[src/rtl/div_arbiter_if.sv]
// Purpose: bus between the divide arbiter and the shared iterative divider.
// Latency: wires only; no storage of its own.
// Backpressure: the divider holds off completion by keeping div_ready low.
interface div_arbiter_if #(
  parameter int WIDTH = 32
) ();
  logic               div_start;
  logic               div_signed;
  logic [WIDTH-1:0]   div_opa;
  logic [WIDTH-1:0]   div_opb;
  logic               div_annul;
  logic [2*WIDTH-1:0] div_result;
  logic               div_ready;

  // Arbiter side: issues operations, consumes results.
  modport master (
    output div_start, div_signed, div_opa, div_opb, div_annul,
    input  div_result, div_ready
  );

  // Divider side: accepts operations, returns results.
  modport slave (
    input  div_start, div_signed, div_opa, div_opb, div_annul,
    output div_result, div_ready
  );
endinterface

[src/rtl/div_arbiter.sv]
// Purpose: shares one iterative divider between master and slave issue pipes.
// Latency: start 1 cycle after an accepted request; done 1 cycle after div_ready.
// Backpressure: stall_div freezes both pipes until every divide in the bundle completes.
module div_arbiter #(
  parameter int WIDTH = 32
) (
  input  logic               clk,
  input  logic               rst,
  input  logic               flush,
  input  logic               req0,
  input  logic               signed0,
  input  logic [WIDTH-1:0]   a0,
  input  logic [WIDTH-1:0]   b0,
  input  logic               req1,
  input  logic               signed1,
  input  logic [WIDTH-1:0]   a1,
  input  logic [WIDTH-1:0]   b1,
  div_arbiter_if.master      dv,
  output logic               stall_div,
  output logic               done0,
  output logic               done1,
  output logic [2*WIDTH-1:0] result0,
  output logic [2*WIDTH-1:0] result1
);

  typedef enum logic [1:0] {IDLE, RUN, DONE} state_t;

  state_t           state;
  logic             owner;      // 0 = master pipe, 1 = slave pipe
  logic             served0;    // master divide of the current bundle finished
  logic             served1;    // slave divide of the current bundle finished
  logic             start_q;
  logic             signed_q;
  logic [WIDTH-1:0] opa_q;
  logic [WIDTH-1:0] opb_q;
  logic             elig0;
  logic             elig1;

  assign elig0 = req0 & ~served0;
  assign elig1 = req1 & ~served1;

  assign dv.div_start  = start_q;
  assign dv.div_signed = signed_q;
  assign dv.div_opa    = opa_q;
  assign dv.div_opb    = opb_q;
  // Kill the divider only when it is actually working on something.
  assign dv.div_annul  = ~rst & flush & (state == RUN);

  // Hold the bundle while a divide runs or the other pipe still needs the divider.
  always_comb begin
    stall_div = 1'b0;
    if (!rst && !flush) begin
      case (state)
        IDLE:    stall_div = elig0 | elig1;
        RUN:     stall_div = 1'b1;
        DONE:    stall_div = owner ? elig0 : elig1;
        default: stall_div = 1'b0;
      endcase
    end
  end

  // Arbitration FSM with registered divider controls, done pulses and results.
  always_ff @(posedge clk) begin
    if (rst) begin
      state    <= IDLE;
      owner    <= 1'b0;
      served0  <= 1'b0;
      served1  <= 1'b0;
      start_q  <= 1'b0;
      signed_q <= 1'b0;
      opa_q    <= '0;
      opb_q    <= '0;
      done0    <= 1'b0;
      done1    <= 1'b0;
      result0  <= '0;
      result1  <= '0;
    end else begin
      done0 <= 1'b0;
      done1 <= 1'b0;
      // Bundle advances: any request seen from now on is a new instruction.
      if (!stall_div) begin
        served0 <= 1'b0;
        served1 <= 1'b0;
      end
      if (flush) begin
        state   <= IDLE;
        start_q <= 1'b0;
      end else begin
        case (state)
          IDLE: begin
            if (elig0) begin
              owner    <= 1'b0;
              opa_q    <= a0;
              opb_q    <= b0;
              signed_q <= signed0;
              start_q  <= 1'b1;
              state    <= RUN;
            end else if (elig1) begin
              owner    <= 1'b1;
              opa_q    <= a1;
              opb_q    <= b1;
              signed_q <= signed1;
              start_q  <= 1'b1;
              state    <= RUN;
            end
          end
          RUN: begin
            if (dv.div_ready) begin
              if (owner) begin
                result1 <= dv.div_result;
                done1   <= 1'b1;
              end else begin
                result0 <= dv.div_result;
                done0   <= 1'b1;
              end
              start_q <= 1'b0;
              state   <= DONE;
            end
          end
          DONE: begin
            // Remember the finished pipe only while the bundle is still held.
            if (stall_div) begin
              if (owner) served1 <= 1'b1;
              else       served0 <= 1'b1;
            end
            state <= IDLE;
          end
          default: state <= IDLE;
        endcase
      end
    end
  end

endmodule

[src/flat_wrapper.sv]
// flat-port wrapper written by rule: the top's interface ports become plain ports
module div_arbiter_flat 
#(
  parameter int WIDTH = 32
)
  (clk, rst, flush, req0, signed0, a0, b0, req1, signed1, a1, b1, stall_div, done0, done1, result0, result1, dv_div_start, dv_div_signed, dv_div_opa, dv_div_opb, dv_div_annul, dv_div_result, dv_div_ready);
  div_arbiter_if #(.WIDTH(WIDTH)) dv_i ();
  input  logic clk;
  input  logic rst;
  input  logic flush;
  input  logic req0;
  input  logic signed0;
  input  logic [WIDTH-1:0] a0;
  input  logic [WIDTH-1:0] b0;
  input  logic req1;
  input  logic signed1;
  input  logic [WIDTH-1:0] a1;
  input  logic [WIDTH-1:0] b1;
  output logic stall_div;
  output logic done0;
  output logic done1;
  output logic [2*WIDTH-1:0] result0;
  output logic [2*WIDTH-1:0] result1;
  output wire logic [$bits(dv_i.div_start)-1:0] dv_div_start;
  output wire logic [$bits(dv_i.div_signed)-1:0] dv_div_signed;
  output wire logic [$bits(dv_i.div_opa)-1:0] dv_div_opa;
  output wire logic [$bits(dv_i.div_opb)-1:0] dv_div_opb;
  output wire logic [$bits(dv_i.div_annul)-1:0] dv_div_annul;
  input wire logic [$bits(dv_i.div_result)-1:0] dv_div_result;
  input wire logic [$bits(dv_i.div_ready)-1:0] dv_div_ready;
  assign dv_div_start = dv_i.div_start;
  assign dv_div_signed = dv_i.div_signed;
  assign dv_div_opa = dv_i.div_opa;
  assign dv_div_opb = dv_i.div_opb;
  assign dv_div_annul = dv_i.div_annul;
  assign dv_i.div_result = dv_div_result;
  assign dv_i.div_ready = dv_div_ready;
  div_arbiter #(.WIDTH(WIDTH)) u_core (.clk(clk), .rst(rst), .flush(flush), .req0(req0), .signed0(signed0), .a0(a0), .b0(b0), .req1(req1), .signed1(signed1), .a1(a1), .b1(b1), .dv(dv_i), .stall_div(stall_div), .done0(done0), .done1(done1), .result0(result0), .result1(result1));
endmodule
[config.mk]
export PLATFORM = sky130hd
export DESIGN_NAME = div_arbiter_flat
export DESIGN_NICKNAME = d
export VERILOG_FILES = /design/src/rtl/div_arbiter_if.sv /design/src/rtl/div_arbiter.sv /design/src/flat_wrapper.sv
export SDC_FILE = /design/constraint.sdc
export NUM_CORES = 1
export LEC_CHECK = 0
export CAP_MARGIN = 40
export CORE_AREA = 3 3 156 158
export DETAILED_ROUTE_END_ITERATION = 7
export DIE_AREA = 0 0 159 161
export HOLD_SLACK_MARGIN = 0.12
export PLACE_DENSITY_LB_ADDON = 0.2
export SKIP_LAST_GASP = 1
export SYNTH_ARGS = -nofsm -noshare
export SYNTH_HDL_FRONTEND = slang
export SYNTH_SLANG_ARGS = --single-unit
[constraint.sdc]
create_clock -name clk -period 2.5 [get_ports clk]
set_input_delay 0.375 -clock clk [delete_from_list [all_inputs] [get_ports clk]]
set_output_delay 0.375 -clock clk [all_outputs]
set_load 0.01 [all_outputs]
==> impl_metrics.json <==
{
  "status": "completed",
  "wl_met3_mm": 2.33,
  "hpwl_mm": 18.2,
  "crit_arrival_ps": 1970,
  "yosysSeqAreaShare_pct": 53.4,
  "synth-simple-area-share_pct": 24.5,
  "tritoncts": "yes",
  "max_cap_viol_count": 0,
  "rsz0062_at_grt": "false",
  "dieArea_mm2": 0.0256,
  "setup_viol": 0,
  "hold_viol": 0,
  "holdCritPathClass": "in -> reg",
  "drc": 0,
  "synth_area_mm2": 0.00754,
  "yosys_warnings": 0,
  "cts_made_buffers": 23,
  "initial_utilization_pct": 32.4,
  "fin_crit_ps": 2350,
  "drt-wirelength-per-cell_um": 16.3,
  "area_delta_synth_final_pct": 65.8,
  "yosys.area_share.xor_xnor_pct": 0,
  "io_pins": 398,
  "synth_fp_nets": 1165,
  "worst_pin_slew_ps": 1060,
  "route.met2.wl_mm": 13.1,
  "grt_pass1_vias": 7318,
  "cts_max_level": 1,
  "avgSynthCellArea_um2": 7.81,
  "endpoint_kind": "output pin",
  "topRoutingLayerUsed": "met4",
  "synth_compound_area_share_pct": 17.3,
  "ys_ff_latch": 201,
  "routabilityCongestion": 0.777,
  "fin_skew_ps": 10.1,
  "final_nets": 1516,
  "dr.pass1.iters": 4,
  "cts.sink_count": 201,
  "synth.distinct_cells": 26,
  "clock-root-buffer": "clkbuf_16",
  "period_share_pct": 93.9,
  "total_power_mw": 7.76,
  "max_freq_ghz": 0.426,
  "synth_top_family_by_area": "simple AND/OR/NAND/NOR gates",
  "critPathRequiredTime_ps": 2120,
  "drt_wl_total_mm": 27.0,
  "power_density_mw_per_mm2": 621,
  "synth.area.mux_share_pct": 0,
  "portBuffers": 397,
  "antenna_found_initial": 2,
  "path_max_fanout": 4,
  "die_w_um": 159,
  "core_mm2": 0.0233,
  "leakagePower_nw": 4.37,
  "whs_ps": 213,
  "rows": 56,
  "viasPerCell": 4.66,
  "drtAntennaViolNets": 0,
  "wirelength_met1_mm": 10.8,
  "drive_gt1_share_pct": 4.51,
  "die_h_um": 161,
  "insertion_delay_ps": 500,
  "overflow": 0,
  "relSlewSlack_pct": 29.1,
  "tns_ps": 0,
  "via_count": 7698,
  "drtIter0Drc": 540,
  "dpl.cell_count": 1610,
  "post_cts_buffers": 0,
  "syn_inst": 965,
  "grt_max_degree": 197,
  "start_kind": "flop",
  "cts_buffer_depth": 3,
  "grt_first_pass_wirelength_mm": 41.4,
  "fin_cells": 1652,
  "yosys.area_share.adder_pct": 0,
  "clk_pin_slew_ps": 60,
  "grt_usage_pct": 19.9,
  "vdd_drop_max_mv": 0.402,
  "crit_type": "reg -> out",
  "slew_viol_final": 0
}
==> synth_stat cells (all sizes together) <==
cell type	count	area, um2
inv	1	3.75
and4b	1	10.0
nand2	388	1460
a311oi	65	569
o211a	1	10.0
o2bb2ai	1	8.76
clkbuf	47	176
buf	36	183
a2111oi	2	36.3
nor2b	3	18.8
or4b	1	10.0
nor3b	2	15.0
or2	1	6.26
nor2	70	263
nor3	1	5.00
nor4b	1	8.76
nand4b	2	17.5
a21oi	132	661
o21ai	2	10.0
nand2b	5	31.3
dfxtp	201	4020
nor4	1	6.26
o21a	1	7.51
==> through the flow <==
step	worst slack, ps	util, %	area, um2
floorplan	806	-	7540
global placement	179	50.4	11700
global route	23.0	53.7	12500
detailed placement	156	50.4	11700
finish	153	53.7	12500
CTS	69.3	53.7	12500
==> placed cells by master (no fill, tap or decap) <==
cell type / count
a2111oi_0: 1
a2111oi_4: 1
a21oi_1: 132
a311oi_1: 65
and4b_2: 1
buf_12: 6
buf_4: 6
buf_6: 1
bufinv_16: 2
clkbuf_1: 2
clkbuf_16: 23
clkbuf_8: 4
clkdlybuf4s50_1: 395
clkinv_2: 7
clkinvlp_4: 2
dfxtp_1: 199
dfxtp_2: 2
diode_2: 2
dlymetal6s2s_1: 1
inv_1: 1
nand2_1: 388
nand2b_1: 4
nand2b_2: 1
nand4b_1: 2
nor2_1: 70
nor2b_1: 2
nor2b_4: 1
nor3_1: 1
nor3b_1: 2
nor4_1: 1
nor4b_2: 1
o211a_1: 1
o21a_1: 1
o21ai_0: 2
o2bb2ai_1: 1
or2_2: 1
or4b_2: 1
==> flip-flops by register name, indices dropped and copies added (netlist names) <==
| name | flops |
|---|---|
| u_core.done0 | 1 |
| u_core.done1 | 1 |
| u_core.dv.div_opa | 32 |
| u_core.dv.div_opb | 32 |
| u_core.dv.div_signed | 1 |
| u_core.dv.div_start | 1 |
| u_core.owner | 1 |
| u_core.result0 | 64 |
| u_core.result1 | 64 |
| u_core.served0 | 1 |
| u_core.served1 | 1 |
| u_core.state | 2 |
==> cell families after synthesis <==
group | count (synthesis)
buf+inv | 84
flops | 201
simple gates | 476
compound gates | 204
==> cell type report <==
type / count / area, um2
Fill cell: 2284 / 10800
Timing Repair Buffer: 409 / 4140
Sequential cell: 201 / 4030
Multi-Input combinational cell: 680 / 3170
Clock buffer: 29 / 638
Tap cell: 319 / 399
Clock inverter: 11 / 110
Antenna cell: 2 / 5.00
Inverter: 1 / 3.75
==> power breakdown <==
group / switching, mW / internal, mW
clock: 1.34 / 2.00
sequential: 0.0684 / 3.32
combinational: 0.438 / 0.589
==> routing by layer <==
layer	track usage [%]	vias up
met5	0	-
met4	6.61	0
met3	6.62	50
met2	34.5	278
met1	23.2	3466
li1	-	3904
==> path summary, 6_finish.rpt <==
kind | start | endpoint | slack, ps | cells after the start
min | rst | u_core.served1 | 210 | 3
min reg2reg | u_core.result0[6] | u_core.result0[6] | 450 | 2
max reg2reg | u_core.state[1] | u_core.result0[44] | 520 | 5
max | u_core.served1 | stall_div | 150 | 4
==> critical path, cell delays in order (launching register included) <==
cell and delay (ps):
dfxtp_1 310, nand2b_1 210, nand2b_1 170, a21oi_1 180, clkdlybuf4s50_1 600
==> what timing repair did <==
action,in CTS,in global routing
hold buffers,0,0
endpoints found under the setup margin,1,2
resized for setup,1,2
Power figures use the tool's default switching activity.
